[config.mk]
export PLATFORM = sky130hd
export DESIGN_NAME = pipeline_hazard_ctrl_flat
export DESIGN_NICKNAME = d
export VERILOG_FILES = /design/src/rtl/pipeline_hazard_ctrl_pkg.sv /design/src/rtl/pipeline_hazard_ctrl_if.sv /design/src/rtl/pipeline_hazard_ctrl_load_use_detect.sv /design/src/rtl/pipeline_hazard_ctrl.sv /design/src/flat_wrapper.sv
export SDC_FILE = /design/constraint.sdc
export NUM_CORES = 1
export LEC_CHECK = 0
export ABC_CLOCK_PERIOD_IN_PS = 4350
export CAP_MARGIN = 25
export CORE_UTILIZATION = 53
export DETAILED_ROUTE_END_ITERATION = 16
export DONT_BUFFER_PORTS = 1
export PLACE_DENSITY_LB_ADDON = 0.3
export SLEW_MARGIN = 10
export SYNTH_ARGS = -nofsm -noshare
export SYNTH_HDL_FRONTEND = slang
export SYNTH_HIERARCHICAL = 1
export SYNTH_SLANG_ARGS = --single-unit
export TNS_END_PERCENT = 10
[constraint.sdc]
create_clock -name clk -period 4.35 [get_ports clk]
set_input_delay 1.0875 -clock clk [delete_from_list [all_inputs] [get_ports clk]]
set_output_delay 1.0875 -clock clk [all_outputs]
set_load 0.02 [all_outputs]
[src/rtl/pipeline_hazard_ctrl_pkg.sv]
// Shared definitions for the pipeline hazard controller.
// Contents: controller state encoding, performance counter width,
// memory-wait timeout limit, register-zero index and a saturating
// increment helper for the 16-bit counters.
package pipeline_hazard_ctrl_pkg;

  typedef enum logic [1:0] {
    RUN        = 2'd0,
    LOAD_STALL = 2'd1,
    BR_FLUSH   = 2'd2,
    MEM_WAIT   = 2'd3
  } state_t;

  localparam int          CNT_W         = 16;
  localparam int          WAIT_W        = 8;
  localparam int          REG_W         = 5;
  localparam logic [7:0]  TIMEOUT_LIMIT = 8'd255;
  localparam logic [4:0]  REG_ZERO      = 5'd0;

  // Increment that holds at all-ones instead of wrapping.
  function automatic logic [CNT_W-1:0] sat_inc(input logic [CNT_W-1:0] v);
    return (v == {CNT_W{1'b1}}) ? v : v + 16'd1;
  endfunction

endpackage

[src/rtl/pipeline_hazard_ctrl_if.sv]
// Pipeline-facing bundle of the hazard controller.
// Inputs to the controller: ID source fields, ID/EX load info, EX branch
// status and the data-memory busy flag. Outputs from the controller: the
// five stage load enables and the two bubble-insert flushes.
// Signalling: every field is level-sensitive and valid in every cycle;
// there is no handshake. The controller answers in the same cycle
// (combinational), and the pipeline samples the enables/flushes on the
// next rising clock edge.
//   master : pipeline side (drives hazard inputs, receives controls)
//   slave  : hazard controller side
interface pipeline_hazard_ctrl_if;
  import pipeline_hazard_ctrl_pkg::*;

  logic [REG_W-1:0] id_rs;
  logic [REG_W-1:0] id_rt;
  logic             id_uses_rt;
  logic             ex_mem_read;
  logic [REG_W-1:0] ex_rt;
  logic             ex_branch;
  logic             ex_zero;
  logic             mem_busy;

  logic             pc_write;
  logic             if_id_write;
  logic             id_ex_write;
  logic             ex_mem_write;
  logic             mem_wb_write;
  logic             if_id_flush;
  logic             id_ex_flush;

  modport master (
    output id_rs, id_rt, id_uses_rt, ex_mem_read, ex_rt,
           ex_branch, ex_zero, mem_busy,
    input  pc_write, if_id_write, id_ex_write, ex_mem_write,
           mem_wb_write, if_id_flush, id_ex_flush
  );

  modport slave (
    input  id_rs, id_rt, id_uses_rt, ex_mem_read, ex_rt,
           ex_branch, ex_zero, mem_busy,
    output pc_write, if_id_write, id_ex_write, ex_mem_write,
           mem_wb_write, if_id_flush, id_ex_flush
  );

endinterface

[src/rtl/pipeline_hazard_ctrl_load_use_detect.sv]
// Combinational load-use hazard detector.
// Ports:
//   mem_read, ex_rt : load flag and destination of the instruction in EX
//   id_rs, id_rt    : source fields of the instruction in ID
//   uses_rt         : ID instruction actually reads rt
//   hazard          : ID needs a value the EX load has not produced yet
module load_use_detect
  import pipeline_hazard_ctrl_pkg::*;
(
  input  logic             mem_read,
  input  logic [REG_W-1:0] ex_rt,
  input  logic [REG_W-1:0] id_rs,
  input  logic [REG_W-1:0] id_rt,
  input  logic             uses_rt,
  output logic             hazard
);

  // Register zero is hardwired, so a load into it never creates a dependency.
  assign hazard = mem_read && (ex_rt != REG_ZERO) &&
                  ((ex_rt == id_rs) || (uses_rt && (ex_rt == id_rt)));

endmodule

[src/rtl/pipeline_hazard_ctrl.sv]
// Pipeline hazard controller: stalls on load-use, flushes on taken
// branches, freezes the whole pipe while data memory is busy, and keeps
// saturating performance counters plus a sticky memory-timeout flag.
// Ports:
//   clk, rst     : clock, synchronous active-high reset
//   bus          : pipeline bundle (slave side)
//   stall_cycles : cycles with pc_write low (saturating)
//   flush_events : taken-branch flushes (saturating)
//   mem_timeout  : sticky, set after 255 consecutive waiting cycles
//   state_dbg    : current controller state
module pipeline_hazard_ctrl
  import pipeline_hazard_ctrl_pkg::*;
(
  input  logic              clk,
  input  logic              rst,
  pipeline_hazard_ctrl_if.slave bus,
  output logic [CNT_W-1:0]  stall_cycles,
  output logic [CNT_W-1:0]  flush_events,
  output logic              mem_timeout,
  output state_t            state_dbg
);

  state_t            state, next_state;
  logic [WAIT_W-1:0] wait_cnt, wait_cnt_next;
  logic              lu_hazard;
  logic              br_taken;
  logic              flush_now;

  load_use_detect u_detect (
    .mem_read (bus.ex_mem_read),
    .ex_rt    (bus.ex_rt),
    .id_rs    (bus.id_rs),
    .id_rt    (bus.id_rt),
    .uses_rt  (bus.id_uses_rt),
    .hazard   (lu_hazard)
  );

  assign br_taken  = bus.ex_branch && bus.ex_zero;
  assign state_dbg = state;

  // Every state re-evaluates events from scratch; the state only changes
  // what is ignored (load-use right after a branch flush, since ID then
  // holds a bubble).
  always_comb begin
    bus.pc_write     = 1'b1;
    bus.if_id_write  = 1'b1;
    bus.id_ex_write  = 1'b1;
    bus.ex_mem_write = 1'b1;
    bus.mem_wb_write = 1'b1;
    bus.if_id_flush  = 1'b0;
    bus.id_ex_flush  = 1'b0;
    next_state       = RUN;
    flush_now        = 1'b0;

    if (rst) begin
      bus.pc_write     = 1'b0;
      bus.if_id_write  = 1'b0;
      bus.id_ex_write  = 1'b0;
      bus.ex_mem_write = 1'b0;
      bus.mem_wb_write = 1'b0;
      bus.if_id_flush  = 1'b1;
      bus.id_ex_flush  = 1'b1;
    end else if (bus.mem_busy) begin
      bus.pc_write     = 1'b0;
      bus.if_id_write  = 1'b0;
      bus.id_ex_write  = 1'b0;
      bus.ex_mem_write = 1'b0;
      bus.mem_wb_write = 1'b0;
      next_state       = MEM_WAIT;
    end else if (br_taken) begin
      // PC keeps loading (branch target); the wrong-path instructions in
      // IF/ID and ID/EX are replaced by bubbles.
      bus.if_id_flush  = 1'b1;
      bus.id_ex_flush  = 1'b1;
      next_state       = BR_FLUSH;
      flush_now        = 1'b1;
    end else if (lu_hazard && (state != BR_FLUSH)) begin
      bus.pc_write     = 1'b0;
      bus.if_id_write  = 1'b0;
      bus.id_ex_flush  = 1'b1;
      next_state       = LOAD_STALL;
    end
  end

  // The wait counter tracks cycles spent in MEM_WAIT with memory still busy;
  // the first busy cycle (the one entering MEM_WAIT) is not counted.
  always_comb begin
    wait_cnt_next = wait_cnt;
    if (next_state != MEM_WAIT) begin
      wait_cnt_next = '0;
    end else if ((state == MEM_WAIT) && (wait_cnt != TIMEOUT_LIMIT)) begin
      wait_cnt_next = wait_cnt + 8'd1;
    end
  end

  always_ff @(posedge clk) begin
    if (rst) begin
      state        <= RUN;
      stall_cycles <= '0;
      flush_events <= '0;
      wait_cnt     <= '0;
      mem_timeout  <= 1'b0;
    end else begin
      state    <= next_state;
      wait_cnt <= wait_cnt_next;
      if (!bus.pc_write) begin
        stall_cycles <= sat_inc(stall_cycles);
      end
      if (flush_now) begin
        flush_events <= sat_inc(flush_events);
      end
      if (wait_cnt_next == TIMEOUT_LIMIT) begin
        mem_timeout <= 1'b1;
      end
    end
  end

endmodule

[src/flat_wrapper.sv]
// flat-port wrapper written by rule: the top's interface ports become plain ports
module pipeline_hazard_ctrl_flat import pipeline_hazard_ctrl_pkg::*;
  (clk, rst, stall_cycles, flush_events, mem_timeout, state_dbg, bus_id_rs, bus_id_rt, bus_id_uses_rt, bus_ex_mem_read, bus_ex_rt, bus_ex_branch, bus_ex_zero, bus_mem_busy, bus_pc_write, bus_if_id_write, bus_id_ex_write, bus_ex_mem_write, bus_mem_wb_write, bus_if_id_flush, bus_id_ex_flush);
  pipeline_hazard_ctrl_if bus_i ();
  input  logic clk;
  input  logic rst;
  output logic [CNT_W-1:0] stall_cycles;
  output logic [CNT_W-1:0] flush_events;
  output logic mem_timeout;
  output state_t state_dbg;
  input wire logic [$bits(bus_i.id_rs)-1:0] bus_id_rs;
  input wire logic [$bits(bus_i.id_rt)-1:0] bus_id_rt;
  input wire logic [$bits(bus_i.id_uses_rt)-1:0] bus_id_uses_rt;
  input wire logic [$bits(bus_i.ex_mem_read)-1:0] bus_ex_mem_read;
  input wire logic [$bits(bus_i.ex_rt)-1:0] bus_ex_rt;
  input wire logic [$bits(bus_i.ex_branch)-1:0] bus_ex_branch;
  input wire logic [$bits(bus_i.ex_zero)-1:0] bus_ex_zero;
  input wire logic [$bits(bus_i.mem_busy)-1:0] bus_mem_busy;
  output wire logic [$bits(bus_i.pc_write)-1:0] bus_pc_write;
  output wire logic [$bits(bus_i.if_id_write)-1:0] bus_if_id_write;
  output wire logic [$bits(bus_i.id_ex_write)-1:0] bus_id_ex_write;
  output wire logic [$bits(bus_i.ex_mem_write)-1:0] bus_ex_mem_write;
  output wire logic [$bits(bus_i.mem_wb_write)-1:0] bus_mem_wb_write;
  output wire logic [$bits(bus_i.if_id_flush)-1:0] bus_if_id_flush;
  output wire logic [$bits(bus_i.id_ex_flush)-1:0] bus_id_ex_flush;
  assign bus_i.id_rs = bus_id_rs;
  assign bus_i.id_rt = bus_id_rt;
  assign bus_i.id_uses_rt = bus_id_uses_rt;
  assign bus_i.ex_mem_read = bus_ex_mem_read;
  assign bus_i.ex_rt = bus_ex_rt;
  assign bus_i.ex_branch = bus_ex_branch;
  assign bus_i.ex_zero = bus_ex_zero;
  assign bus_i.mem_busy = bus_mem_busy;
  assign bus_pc_write = bus_i.pc_write;
  assign bus_if_id_write = bus_i.if_id_write;
  assign bus_id_ex_write = bus_i.id_ex_write;
  assign bus_ex_mem_write = bus_i.ex_mem_write;
  assign bus_mem_wb_write = bus_i.mem_wb_write;
  assign bus_if_id_flush = bus_i.if_id_flush;
  assign bus_id_ex_flush = bus_i.id_ex_flush;
  pipeline_hazard_ctrl u_core (.clk(clk), .rst(rst), .bus(bus_i), .stall_cycles(stall_cycles), .flush_events(flush_events), .mem_timeout(mem_timeout), .state_dbg(state_dbg));
endmodule
==> key figures <==
Outcome
  • Status: complete, no violations

Timing
  • Fin crit share: 0.793
  • Slew Viols, Final: 0
  • Slew HR: 0.494
  • Final Critical Period: 3.45 ns
  • Worst Skew: 0.0102 ns
  • Setup-failing EPs final: 0
  • Max frequency: 0.290 GHz
  • Worst Max-Slew Pin Slew: 0.750 ns
  • Endpoints failing hold: 0
  • RSZ-0062 raised after global routing: false
  • Setup ws final: 0.899 ns
  • Sum of negative setup slack: 0 ns

Floorplan
  • Core Rows: 23
  • Die width: 68.2 um
  • Die ar.: 4660 um^2
  • CORE AREA: 4120 um^2
  • Top-level I/O count: 64
  • DIE HEIGHT: 68.2 um
  • Starting Density: 0.565

Clocking
  • H-Tree Depth: 2
  • Post-cts gate resize count: 0
  • Clock sink count: 43
  • Worst-Skew Late Latency: 0.30 ns
  • Max Buffers Root-to-Sink: 2
  • CTS buffer count: 5
  • Clock Pin Slew Worst Setup and Hold Paths: 0.08 ns
  • CTS tree: done
  • Root Driver: clkbuf_8
  • Setup Buffers After CTS: 0
  • Hold Buf Count CTS: 0

Critical path
  • Max incr delay on CP: 0.52 ns
  • CP Capture Point: bus_if_id_write
  • Crit path cell chain: or4_1 > o21ai_1 > a21oi_1 > a311o_4 > clkinv_4
  • Type of origin of the critical path: input port
  • Critical path class: input port to primary output
  • FF-to-FF Start: u_core/state_dbg[0]
  • Setup crit end kind: primary output
  • Buf/Inv on CP: 1
  • Critical-path top delay cell: or4_1
  • Worst R2R End: u_core/stall_cycles[15]
  • Worst Path Max Fanout: 7
  • R2R cell count: 6
  • Crit-path leading delay family: compound AO/OA/AOI/OAI gates
  • Crit path from: bus_ex_rt[1]
  • CP Data Required Time: 3.26 ns
  • Arr. time, crit path: 2.36 ns
  • Critical path depth in cells: 5
  • Setup slack, reg-to-reg: 2.17 ns

Worst hold path
  • HP Class: flip-flop to flip-flop

Synth
  • Cell variety after synth: 54
  • Syn Nets: 289
  • Top area cells in the synthesized netlist: dfxtp_1, xor2_1, nor2_1
  • Sequential area share after synthesis: 0.370
  • Ys flop type: dfxtp_1
  • Async set or reset register ratio after synthesis: 0
  • Mapped cell area: 2320 um^2
  • YS warnings: 6
  • Syn_area_per_cell: 8.81 um^2
  • EDFF count, synth: 0
  • Post-Synthesis Cells: 264
  • Leading area contributor after synthesis: dfxtp_1
  • Synth Register Bits: 43
  • Synth top area share: 0.370

Power
  • VDD IR max: 0.000199 V
  • Clock power frac: 0.416
  • P per Cell Area: 315 nW/um^2
  • Combinational share of power: 0.052
  • P_sw: 0.000175 W
  • Pint: 0.000601 W
  • Switch share: 0.226
  • Sequential share of power: 0.532
  • Leakage: 0.844 nW

Route
  • DR iter-0 viols: 122
  • Wire length per cell: 15.8 um
  • TritonRoute pass-1 iters: 4
  • Final WL: 4.93 mm
  • Vias/cell: 6.40
  • Detail Route Antenna Nets: 0
  • # DRC: 0
  • Vias: 2,002

Global route
  • GR Layer Usage met3: 0.0617
  • Vias in the first global route: 1,831
  • Gr busiest metal: met2
  • Largest net degree at the start of global routing: 38
  • GRT Total Usage: 0.224
  • Initial antenna violation count: 0
  • First-pass GRT wire length: 7.84 mm
  • GRT overflow: 0
  • Met1 layer usage reported by global route: 0.250
  • Met2 usage in global routing: 0.398

Place
  • Post-Place Worst Slack: 0.903 ns
  • Gpl congestion: 0.831
  • Port buffer count: 0
  • Placed cell areas: 2340 um^2
  • DP HPWL: 3.54 mm

Final layout
  • Share of layout cells above drive strength 1: 0.0989
  • Nets: 287
  • N_diodes: 0
  • Post-route design area: 2460 um^2
  • Area Overhead vs Synth: 5.87%

Job
  • Max-Cap Viols: 0
cell usage after synthesis (3+ instances only):
library cell   n
a211oi_1       4
a21oi_1       12
and3_1         7
and4_1         7
buf_4          3
clkbuf_1       3
dfxtp_1       43
ha_1           3
inv_1          5
mux2i_1        3
nand2_1       18
nand3_1       12
nand4_1       11
nor2_1        28
nor3_1         8
o211ai_1       6
o21a_1         7
o21ai_0        6
o31ai_1        5
or3_1          4
or4_1          5
xnor2_1        5
xor2_1        20
state kept, by name, indices dropped and copies added, names as in the netlist:
| name | count |
|---|---|
| u_core/flush_events | 16 |
| u_core/mem_timeout | 1 |
| u_core/stall_cycles | 16 |
| u_core/state_dbg | 2 |
| u_core/wait_cnt | 8 |
area by class of cell:
type	count	area, um^2
flip-flops and latches	43	861
clock buffers	6	82.6
multi-input cells	205	1390
clock inverters	2	35.0
repair buffers	1	7.51
inverters	6	27.5
well taps	50	62.6
fillers	390	1650
cells by family after synthesis:
group / count (synthesis) / share of synthesized area
AOI/OAI and AO/OA: 57 / 0.184
buffers and inverters: 16 / 0.0339
DFF: 43 / 0.370
xor gates and xnor gates: 25 / 0.0942
adders and majority gates: 3 / 0.0161
and+or+nand+nor: 116 / 0.282
muxes: 4 / 0.0194
power by group through the flow:
stage	clock [W]	combinational (W)	sequential [W]
CTS	0.000331	0.0000406	0.000413
global placement	0	0.0000398	0.000422
global route	0.000342	0.0000456	0.000414
finish	0.000323	0.0000407	0.000413
detailed placement	0	0.0000403	0.000422
floorplan	0	0.0000413	0.000420
worst register-to-register path, stage by stage (launching register included):
cell,delay (ns)
dfxtp_1,0.58
nand2b_4,0.23
a311o_4,0.27
clkinv_4,0.15
a2111oi_4,0.31
and3_4,0.24
mux2_4,0.29
layer usage:
layer	vias up	part of all wire	routed length, um
li1	987	-	-
met1	935	0.42	2100
met2	73	0.48	2390
met3	7	0.077	381
met4	0	0.013	65
met5	-	0	0
metrics by stage:
stage	std cells	power, W	hold WS [ns]	util
after floorplan	264	0.000461	0.476	-
after global placement	305	0.000462	0.509	0.569
after detailed placement	305	0.000463	0.512	0.569
after CTS	313	0.000784	0.523	0.598
after global routing	313	0.000802	0.557	0.598
final	313	0.000776	0.528	0.598
worst min path at each step:
stage,from,endpoint,slack (ns),depth (start not counted)
global route,u_core/wait_cnt[3],u_core/wait_cnt[3],0.56,1
global placement,u_core/wait_cnt[3],u_core/wait_cnt[3],0.51,1
detailed placement,u_core/wait_cnt[4],u_core/wait_cnt[4],0.51,2
finish,u_core/wait_cnt[4],u_core/wait_cnt[4],0.53,2
CTS,u_core/wait_cnt[4],u_core/wait_cnt[4],0.52,2
floorplan,u_core/wait_cnt[3],u_core/wait_cnt[3],0.48,1
layout by cell type (no fill, tap or decap), types with 2 or more instances in the layout:
master    count
a211oi_1      4
a21oi_1      12
a31o_2        2
a31oi_1       2
and3_1        7
and3_2        2
and4_1        7
clkbuf_8      6
dfxtp_1      43
ha_1          3
inv_1         5
mux2i_1       3
nand2_1      18
nand3_1      12
nand4_1      11
nor2_1       28
nor2b_1       2
nor3_1        8
nor4_1        2
o211ai_1      6
o21a_1        7
o21ai_0       6
o21ai_1       2
o31ai_1       5
or3_1         4
or4_1         5
xnor2_1       5
xor2_1       20
(Power assumes the default switching activity.)
